File: src/rtl/mem_arbiter_mo_if.sv
// Bundle of requester-side and memory-side signals for mem_arbiter_mo.
// The slave modport is the arbiter's view; master is the environment's view.
interface mem_arbiter_mo_if #(
  parameter int N       = 3,
  parameter int ADDR_W  = 16,
  parameter int DATA_W  = 8,
  parameter int MAX_OUT = 4
);
  logic [N-1:0]                  req_valid;
  logic [N-1:0]                  req_ready;
  logic [N-1:0]                  req_we;
  logic [N*ADDR_W-1:0]           req_addr;
  logic [N*DATA_W-1:0]           req_wdata;
  logic [N-1:0]                  resp_valid;
  logic [DATA_W-1:0]             resp_data;
  logic                          mem_req_valid;
  logic                          mem_req_ready;
  logic                          mem_req_we;
  logic [ADDR_W-1:0]             mem_req_addr;
  logic [DATA_W-1:0]             mem_req_wdata;
  logic                          mem_resp_valid;
  logic [DATA_W-1:0]             mem_resp_data;
  logic [$clog2(MAX_OUT+1)-1:0]  outstanding;
  logic                          spurious_err;

  modport slave (
    input  req_valid, req_we, req_addr, req_wdata,
    input  mem_req_ready, mem_resp_valid, mem_resp_data,
    output req_ready, resp_valid, resp_data,
    output mem_req_valid, mem_req_we, mem_req_addr, mem_req_wdata,
    output outstanding, spurious_err
  );

  modport master (
    output req_valid, req_we, req_addr, req_wdata,
    output mem_req_ready, mem_resp_valid, mem_resp_data,
    input  req_ready, resp_valid, resp_data,
    input  mem_req_valid, mem_req_we, mem_req_addr, mem_req_wdata,
    input  outstanding, spurious_err
  );
endinterface

File: src/rtl/mem_arbiter_mo.sv
// N-port memory arbiter with multiple outstanding in-order responses.
// An owner FIFO records the granted port of each accepted request for response routing.
module mem_arbiter_mo #(
  parameter int N         = 3,
  parameter int ADDR_W    = 16,
  parameter int DATA_W    = 8,
  parameter int MAX_OUT   = 4,
  parameter int PRIO_MODE = 0
) (
  input  logic             clk,
  input  logic             resetN,
  mem_arbiter_mo_if.slave  bus
);
  localparam int          IDX_W = $clog2(N);
  localparam int          PTR_W = (MAX_OUT > 1) ? $clog2(MAX_OUT) : 1;
  localparam int          CNT_W = $clog2(MAX_OUT + 1);
  localparam int unsigned NU    = N;

  logic [IDX_W-1:0] rr_ptr_q, rr_ptr_d;
  logic [CNT_W-1:0] count_q, count_d;
  logic [PTR_W-1:0] wr_ptr_q, wr_ptr_d;
  logic [PTR_W-1:0] rd_ptr_q, rd_ptr_d;
  logic [IDX_W-1:0] owner_q [MAX_OUT];
  logic [IDX_W-1:0] owner_d [MAX_OUT];
  logic             spurious_q, spurious_d;

  logic             found;
  logic [IDX_W-1:0] winner;
  logic             not_full;
  logic             accept;
  logic             pop;

  function automatic logic [PTR_W-1:0] ptr_inc(input logic [PTR_W-1:0] p);
    return (p == PTR_W'(MAX_OUT - 1)) ? '0 : p + PTR_W'(1);
  endfunction

  always_comb begin
    found  = 1'b0;
    winner = '0;
    if (PRIO_MODE == 1) begin
      for (int unsigned i = 0; i < NU; i++) begin
        if (!found && bus.req_valid[i]) begin
          found  = 1'b1;
          winner = IDX_W'(i);
        end
      end
    end else begin
      for (int unsigned k = 0; k < NU; k++) begin
        if (!found && bus.req_valid[(32'(rr_ptr_q) + k) % NU]) begin
          found  = 1'b1;
          winner = IDX_W'((32'(rr_ptr_q) + k) % NU);
        end
      end
    end
  end

  // Full is judged on the registered count, so a same-cycle pop never frees a slot early.
  assign not_full = (count_q < CNT_W'(MAX_OUT));
  assign accept   = bus.mem_req_valid && bus.mem_req_ready;
  assign pop      = resetN && bus.mem_resp_valid && (count_q != '0);

  always_comb begin
    bus.mem_req_valid = resetN && found && not_full;
    bus.mem_req_we    = found ? bus.req_we[winner] : 1'b0;
    bus.mem_req_addr  = found ? bus.req_addr[winner*ADDR_W +: ADDR_W] : '0;
    bus.mem_req_wdata = found ? bus.req_wdata[winner*DATA_W +: DATA_W] : '0;
    bus.req_ready     = accept ? (N'(1) << winner) : '0;
    bus.resp_valid    = pop ? (N'(1) << owner_q[rd_ptr_q]) : '0;
    bus.resp_data     = bus.mem_resp_data;
    bus.outstanding   = count_q;
    bus.spurious_err  = spurious_q;
  end

  always_comb begin
    rr_ptr_d   = rr_ptr_q;
    count_d    = count_q;
    wr_ptr_d   = wr_ptr_q;
    rd_ptr_d   = rd_ptr_q;
    owner_d    = owner_q;
    spurious_d = resetN && bus.mem_resp_valid && (count_q == '0);
    if (accept) begin
      owner_d[wr_ptr_q] = winner;
      wr_ptr_d          = ptr_inc(wr_ptr_q);
      if (PRIO_MODE == 0)
        rr_ptr_d = (winner == IDX_W'(N - 1)) ? '0 : winner + IDX_W'(1);
    end
    if (pop)
      rd_ptr_d = ptr_inc(rd_ptr_q);
    if (accept && !pop)
      count_d = count_q + CNT_W'(1);
    else if (!accept && pop)
      count_d = count_q - CNT_W'(1);
  end

  always_ff @(posedge clk or negedge resetN) begin
    if (!resetN) begin
      rr_ptr_q   <= '0;
      count_q    <= '0;
      wr_ptr_q   <= '0;
      rd_ptr_q   <= '0;
      spurious_q <= 1'b0;
      for (int unsigned i = 0; i < MAX_OUT; i++) owner_q[i] <= '0;
    end else begin
      rr_ptr_q   <= rr_ptr_d;
      count_q    <= count_d;
      wr_ptr_q   <= wr_ptr_d;
      rd_ptr_q   <= rd_ptr_d;
      spurious_q <= spurious_d;
      owner_q    <= owner_d;
    end
  end
endmodule

File: src/flat_wrapper.sv
// flat-port wrapper written by rule: the top's interface ports become plain ports
module mem_arbiter_mo_flat 
#(
  parameter int N         = 3,
  parameter int ADDR_W    = 16,
  parameter int DATA_W    = 8,
  parameter int MAX_OUT   = 4,
  parameter int PRIO_MODE = 0
)
  (clk, resetN, bus_req_valid, bus_req_we, bus_req_addr, bus_req_wdata, bus_mem_req_ready, bus_mem_resp_valid, bus_mem_resp_data, bus_req_ready, bus_resp_valid, bus_resp_data, bus_mem_req_valid, bus_mem_req_we, bus_mem_req_addr, bus_mem_req_wdata, bus_outstanding, bus_spurious_err);
  mem_arbiter_mo_if #(.N(N), .ADDR_W(ADDR_W), .DATA_W(DATA_W), .MAX_OUT(MAX_OUT)) bus_i ();
  input  logic clk;
  input  logic resetN;
  input wire logic [$bits(bus_i.req_valid)-1:0] bus_req_valid;
  input wire logic [$bits(bus_i.req_we)-1:0] bus_req_we;
  input wire logic [$bits(bus_i.req_addr)-1:0] bus_req_addr;
  input wire logic [$bits(bus_i.req_wdata)-1:0] bus_req_wdata;
  input wire logic [$bits(bus_i.mem_req_ready)-1:0] bus_mem_req_ready;
  input wire logic [$bits(bus_i.mem_resp_valid)-1:0] bus_mem_resp_valid;
  input wire logic [$bits(bus_i.mem_resp_data)-1:0] bus_mem_resp_data;
  output wire logic [$bits(bus_i.req_ready)-1:0] bus_req_ready;
  output wire logic [$bits(bus_i.resp_valid)-1:0] bus_resp_valid;
  output wire logic [$bits(bus_i.resp_data)-1:0] bus_resp_data;
  output wire logic [$bits(bus_i.mem_req_valid)-1:0] bus_mem_req_valid;
  output wire logic [$bits(bus_i.mem_req_we)-1:0] bus_mem_req_we;
  output wire logic [$bits(bus_i.mem_req_addr)-1:0] bus_mem_req_addr;
  output wire logic [$bits(bus_i.mem_req_wdata)-1:0] bus_mem_req_wdata;
  output wire logic [$bits(bus_i.outstanding)-1:0] bus_outstanding;
  output wire logic [$bits(bus_i.spurious_err)-1:0] bus_spurious_err;
  assign bus_i.req_valid = bus_req_valid;
  assign bus_i.req_we = bus_req_we;
  assign bus_i.req_addr = bus_req_addr;
  assign bus_i.req_wdata = bus_req_wdata;
  assign bus_i.mem_req_ready = bus_mem_req_ready;
  assign bus_i.mem_resp_valid = bus_mem_resp_valid;
  assign bus_i.mem_resp_data = bus_mem_resp_data;
  assign bus_req_ready = bus_i.req_ready;
  assign bus_resp_valid = bus_i.resp_valid;
  assign bus_resp_data = bus_i.resp_data;
  assign bus_mem_req_valid = bus_i.mem_req_valid;
  assign bus_mem_req_we = bus_i.mem_req_we;
  assign bus_mem_req_addr = bus_i.mem_req_addr;
  assign bus_mem_req_wdata = bus_i.mem_req_wdata;
  assign bus_outstanding = bus_i.outstanding;
  assign bus_spurious_err = bus_i.spurious_err;
  mem_arbiter_mo #(.N(N), .ADDR_W(ADDR_W), .DATA_W(DATA_W), .MAX_OUT(MAX_OUT), .PRIO_MODE(PRIO_MODE)) u_core (.clk(clk), .resetN(resetN), .bus(bus_i));
endmodule
File: config.mk
export PLATFORM = sky130hd
export DESIGN_NAME = mem_arbiter_mo_flat
export DESIGN_NICKNAME = d
export VERILOG_FILES = /design/src/rtl/mem_arbiter_mo_if.sv /design/src/rtl/mem_arbiter_mo.sv /design/src/flat_wrapper.sv
export SDC_FILE = /design/constraint.sdc
export NUM_CORES = 1
export LEC_CHECK = 0
export BUFFER_PORTS_ARGS = -buffer_cell sky130_fd_sc_hd__buf_2
export CORE_MARGIN = 3
export CORE_UTILIZATION = 25
export DETAILED_ROUTE_END_ITERATION = 12
export GPL_TIMING_DRIVEN = 0
export PLACE_DENSITY = 0.66
export SLEW_MARGIN = 10
export SYNTH_ARGS = -nofsm -noshare
export SYNTH_HDL_FRONTEND = slang
export SYNTH_SLANG_ARGS = --single-unit
File: constraint.sdc
create_clock -name clk -period 4.13 [get_ports clk]
set_clock_uncertainty 0.2 [all_clocks]
set_input_delay 0.2065 -clock clk [delete_from_list [all_inputs] [get_ports clk]]
set_output_delay 0.2065 -clock clk [all_outputs]
set_load 0.05 [all_outputs]
---- Word level (Yosys, flattened, before mapping) ----
Cells that the tools add are included.
storage, ports and cells
  logic and storage cells ................. 84
  register bits ........................... 18
  input port bits ......................... 90
cells by class
  equality and inequality tests ........... 3
  multiplexer cells ....................... 30
  divide/modulo/power cells ............... 3
  add/sub/neg operators ................... 7
  magnitude comparators ................... 8
  reduce and logical (&&, ||, !) cells .... 18
  shift-type cells ........................ 4
  bitwise operators ....................... 2
operator list
  cell                     number
  $lt A32 B3 Y1 const B    3
  $mod A32 B2 Y32 const B  2
  $shiftx A48 B7 Y16       1
  $mod A2 B2 Y32 const B   1
  $shiftx A24 B6 Y8        1
  $mux W2                  9
  $mux W16                 1
  $mux W3                  4
  $logic_and A1 B1 Y1      11
  $bmux W1 S2              4
  $bwmux W8                1
  $mux W1                  8
  $mux W8                  1
  $add A2 B1 Y2 const B    3
  $eq A2 B2 Y1 const B     3
  $ge A3 B3 Y1 const B     2
  $not A2 Y3               2
  $shl A1 B2 Y3 const A    2
  $bmux W2 S2              1
  $demux W2 S2             1
  $logic_not A1 Y1         4
  $add A2 B1 Y3 const B    1
  $add A2 B2 Y3 const B    1
  $add A3 B1 Y3 const B    1
  7 further kinds          7

---- Longest topological paths before layout ----
  word-level depth ........................ 17
  mapped depth ............................ 14
  gate-level depth less buffers ........... 13

---- Worst setup path after synthesis ----
Ideal clock, no wire load.
  kind .................................... reg2out
  start ................................... register u_core.rr_ptr_q[0]
  end ..................................... output bus_req_ready[0]
  setup slack ............................. 1040 ps
  arrival time ............................ 2683 ps
  data required time ...................... 3724 ps
  stages on the path, launching flop included .. 9
  cell sequence ........................... dfrtp_1 > inv_1 > ha_1 > buf_6 > or2b_1 > a21oi_1 > o21ai_0 > nand2_1 > nor3_1
on the way
  cells in the longest elaborated chain, start to end .. 14
  elaborated cells between the ends (all ways) .. 26
ends and longest elaborated chain
  element                                                                   RTL line               text
  from (decl)                                                               mem_arbiter_mo.sv:19   logic [IDX_W-1:0] rr_ptr_q, rr_ptr_d;
  from (signal assigned)                                                    mem_arbiter_mo.sv:104  rr_ptr_q <= rr_ptr_d;
  parallel branches: the longest is 13 deep, another holds $mod A32 B2 Y32  -
  $mux W3 (*)                                                               mem_arbiter_mo.sv:67   bus.req_ready = accept ? (N'(1) << winner) : '0;
  to (decl)                                                                 flat_wrapper.sv:21     output wire logic [$bits(bus_i.req_ready)-1:0] bus_req_ready;
Mark *: on every way between the ends. The select of a mux whose other input is x is not followed.

---- Worst setup path after layout ----
  start ................................... register u_core.rr_ptr_q[0]
  end ..................................... output bus_mem_req_addr[12]
on the way
  cells in the longest elaborated chain, start to end .. 12
  elaborated cells between the ends (all ways) .. 23
ends and longest elaborated chain
  element                                                                   RTL line              text
  parallel branches: the longest is 11 deep, another holds $mod A32 B2 Y32  -
  $mux W16 (*)                                                              mem_arbiter_mo.sv:65  bus.mem_req_addr = found ? bus.req_addr[winner*ADDR_W +: ADDR_W] : '0;
  to (decl)                                                                 flat_wrapper.sv:26    output wire logic [$bits(bus_i.mem_req_addr)-1:0] bus_mem_req_addr;
Marked as above.

==> Implementation_results.wiki <==
{| class="wikitable"
! Metric !! Value
|-
| Synthesis Warnings || 0
|-
| DRC || 0
|-
| Commonest non-fill, non-tap cell in the layout || sky130_fd_sc_hd__buf_2
|-
| Number of resized instances in the post-cts repair step || 0
|-
| Detailed placer's ending HPWL || 4550 µm
|-
| Worst Reg-to-Reg Cells || 12
|-
| Number of library cell types mapped by synthesis || 41
|-
| Final critical delay including setup and external delays || 3.23 ns
|-
| Maximum level of the CTS H-tree || 1
|-
| Final wirelength || roughly 5400 µm
|-
| Number of pins with negative max-slew slack in the final report || 0
|-
| Core footprint || around 6600 µm²
|-
| Max-capacitance violation count || 0
|-
| Most frequent cells in the layout || sky130_fd_sc_hd__buf_2 (125), sky130_fd_sc_hd__and3_1 (27), sky130_fd_sc_hd__a221o_1 (25)
|-
| Top area cells in the synthesized netlist || sky130_fd_sc_hd__dfrtp_1 (26%), sky130_fd_sc_hd__a221o_1 (14%), sky130_fd_sc_hd__and3_1 (9.6%)
|-
| Data required time at the worst endpoint || around 3.7 ns
|-
| Synth top area share || 25.7%
|-
| Syn_area_per_cell || 9.89 µm²
|-
| GRT met1 Usage || 13.6%
|-
| Final TNS setup || 0 ns
|-
| Met2 track utilization from global routing || between 20% and 30%
|-
| Critical path class || reg2out
|-
| Total Nets Final || just over 400
|-
| Area growth syn-to-layout || 46.7%
|-
| Die height || about 90 µm
|-
| Number of cells produced by synthesis || roughly 180
|-
| Highest clock rate || between 0.3 and 0.4 GHz
|-
| TritonCTS clock tree || done
|-
| Number of global-route vias before repair || approximately 1.6k
|-
| Critical Path Source Type || flop
|-
| Fraction of layout instances using a drive strength above 1 || between 50 and 60%
|-
| Total CTS buffers || 3
|-
| Starting Density || 26.7%
|-
| Crit path capture type || output port
|-
| Setup violations, final || 0
|-
| Per-cell via count in the routed design || approximately 4.7
|-
| Antenna violations before repair || 0
|-
| Worst-case register-to-register setup slack || approximately 0.97 ns
|-
| Number of nets still failing antenna checks after routing || 0
|-
| Grt met3 use || about 1.6%
|-
| Endpoint arrival time on the critical path || between 2 and 3 ns
|-
| Weighted congestion reported at the end of routability-driven placement || about 0.73
|-
| Total count of hold-check failures in the final report || 0
|-
| Sequential-to-total area share from yosys stat || 25.7%
|-
| Largest net degree at the start of global routing || 21
|-
| Horiz. Die Dim || about 90 µm
|-
| Worst Hold End || u_core.rr_ptr_q[0]$_DFFE_PN0P_
|-
| Number of iterations in the first detailed-routing pass || 5
|-
| Most utilized layer in the global route result || met2
|-
| Post-synthesis cell type with the largest combined area || sky130_fd_sc_hd__dfrtp_1
|-
| Count of buffers inserted at the top-level ports || between 100 and 150
|-
| Clock transition at the register clock pins on the worst setup and hold paths after CTS || 0.07 ns
|-
| Reg2reg start || u_core.rr_ptr_q[0]$_DFFE_PN0P_
|-
| CTS root buf || sky130_fd_sc_hd__clkbuf_8
|-
| Largest driver fanout on the critical path || 10
|-
| Per-cell routed wire length || around 13 µm
|-
| Post-Synthesis Net Count || 277
|-
| Synth Cell Area || around 1800 µm²
|-
| Pin slew with the least headroom to its limit || about 0.9 ns
|-
| Clock insertion delay at the later pin of the skew report || around 0.25 ns
|-
| Final worst path period share || just under 80%
|-
| Number of instances on the worst hold path || 4
|-
| R2R Path End || u_core.bus.outstanding[1]$_DFFE_PN0P_
|-
| Status || complete, no violations
|-
| Gr ovfl total || 0
|-
| I/O pin count || roughly 130
|-
| Unrepaired setup endpoints after global routing || no
|-
| Classification of the worst-slack hold path || in2reg
|-
| Tot GR Track Use || 11.8%
|-
| Clock tree buffer depth || 2
|-
| Clk sink count || 18
|-
| Via Count || 1,873
|-
| Iteration-0 DRC Markers || 80
|-
| Die area || slightly above 8000 µm²
|-
| Diodes inserted || 0
|-
| Global-route wire length before repair || roughly 7400 µm
|-
| Worst rel slew slack || 39.3%
|-
| Start point of the critical path || u_core.rr_ptr_q[0]$_DFFE_PN0P_
|-
| Worst Hold Launch || bus_mem_req_ready
|-
| Flops & latches, synth || 18
|-
| Row cnt || 29
|}
## flip-flops by register name (all words and copies together) (netlist names)
name and cells:
u_core.owner_q 8, u_core.wr_ptr_q 2, u_core.rr_ptr_q 2, u_core.bus.outstanding 3, u_core.bus.spurious_err 1, u_core.rd_ptr_q 2
## per-layer routing
metal  up-vias  wire (µm)  part of all wire, %
met4         0         25                 0.47
li1        942          -                    -
met5         -          0                    0
met2        84       2760                   52
met3         6        458                  8.5
met1       841       2110                   39
## kinds of logic (layout without fill, tap and decap cells)
logic type	Yosys count	count (layout)	synth area share (%)
simple gates	52	52	17.2
flops	18	18	25.7
mux	15	15	10.8
fa+ha+maj	10	10	7.58
compound gates	49	49	25.3
xor+xnor	3	3	1.50
buf+inv	30	161	11.9
## how the worst max path moves through the flow
stage | to | slack (ns)
after CTS | bus_mem_req_addr[12] | 0.72
final | bus_mem_req_addr[12] | 0.90
after global routing | bus_mem_req_addr[13] | 0.53
after detailed placement | u_core.bus.outstanding[1]$_DFFE_PN0P_ | 0.97
after floorplan | bus_req_ready[0] | 1.04
after global placement | u_core.bus.outstanding[1]$_DFFE_PN0P_ | 1.03
## synthesized netlist by cell type
cell type / instances
sky130_fd_sc_hd__mux2_1: 1
sky130_fd_sc_hd__o22ai_1: 1
sky130_fd_sc_hd__ha_1: 9
sky130_fd_sc_hd__a21o_1: 1
sky130_fd_sc_hd__and2_1: 2
sky130_fd_sc_hd__xor2_1: 2
sky130_fd_sc_hd__xnor2_1: 1
sky130_fd_sc_hd__a221o_1: 25
sky130_fd_sc_hd__a21bo_2: 1
sky130_fd_sc_hd__a22o_1: 1
sky130_fd_sc_hd__o21ai_0: 7
sky130_fd_sc_hd__nand2_2: 1
sky130_fd_sc_hd__a21oi_2: 1
sky130_fd_sc_hd__nand3_1: 5
sky130_fd_sc_hd__clkbuf_1: 4
sky130_fd_sc_hd__or4_1: 1
sky130_fd_sc_hd__nor3b_1: 2
sky130_fd_sc_hd__and3_1: 27
sky130_fd_sc_hd__nand2_1: 4
sky130_fd_sc_hd__mux2_2: 10
sky130_fd_sc_hd__a211o_1: 2
sky130_fd_sc_hd__o31ai_1: 1
sky130_fd_sc_hd__mux2i_1: 2
sky130_fd_sc_hd__buf_4: 9
sky130_fd_sc_hd__buf_6: 7
sky130_fd_sc_hd__a221o_2: 1
sky130_fd_sc_hd__nor2b_1: 1
sky130_fd_sc_hd__a21oi_1: 3
sky130_fd_sc_hd__a21oi_4: 1
sky130_fd_sc_hd__clkbuf_8: 1
sky130_fd_sc_hd__dfrtp_1: 18
sky130_fd_sc_hd__a222oi_1: 1
sky130_fd_sc_hd__mux4_2: 2
sky130_fd_sc_hd__a221oi_2: 1
sky130_fd_sc_hd__or2b_1: 1
sky130_fd_sc_hd__a21o_4: 1
sky130_fd_sc_hd__fa_1: 1
sky130_fd_sc_hd__inv_1: 9
sky130_fd_sc_hd__o311ai_1: 1
sky130_fd_sc_hd__nor2_1: 3
sky130_fd_sc_hd__nor3_1: 5
## stage by stage
stage	hold slack [ns]	std cells	instance area (µm²)	util (%)	setup slack [ns]
after floorplan	-0.289	177	1750	-	1.04
after global placement	-0.0322	395	2490	38.0	1.03
after detailed placement	-0.0241	395	2490	38.0	0.971
after CTS	0.0990	401	2570	39.1	0.721
after global routing	0.128	401	2570	39.1	0.528
final	0.103	401	2570	39.1	0.903
## worst max-delay path: stages (launching register included)
cell	delay, ns
sky130_fd_sc_hd__dfrtp_1	0.37
sky130_fd_sc_hd__inv_1	0.07
sky130_fd_sc_hd__ha_1	0.29
sky130_fd_sc_hd__buf_6	0.12
sky130_fd_sc_hd__inv_1	0.07
sky130_fd_sc_hd__a222oi_1	0.68
sky130_fd_sc_hd__clkbuf_1	0.41
sky130_fd_sc_hd__and3_1	0.21
sky130_fd_sc_hd__a221o_1	0.10
sky130_fd_sc_hd__buf_2	0.25
## cell type report
| cell class | count | area (µm²) |
|---|---|---|
| fill | 676 | 4000 |
| multi-input combinational | 129 | 1090 |
| timing repair buffer | 127 | 646 |
| sequential | 18 | 450 |
| buffer | 21 | 175 |
| tap | 93 | 116 |
| clock buffer | 4 | 55.1 |
| inverter | 9 | 33.8 |
## what timing repair did
item / 4_1_cts / 5_1_grt
setup buffers: 0 / 0
hold buffers: 2 / 0
endpoints found under the hold margin: 19 / 0
Power is not shown: default switching activity piles up to over one toggle a cycle in this logic, so the estimate is an artifact.
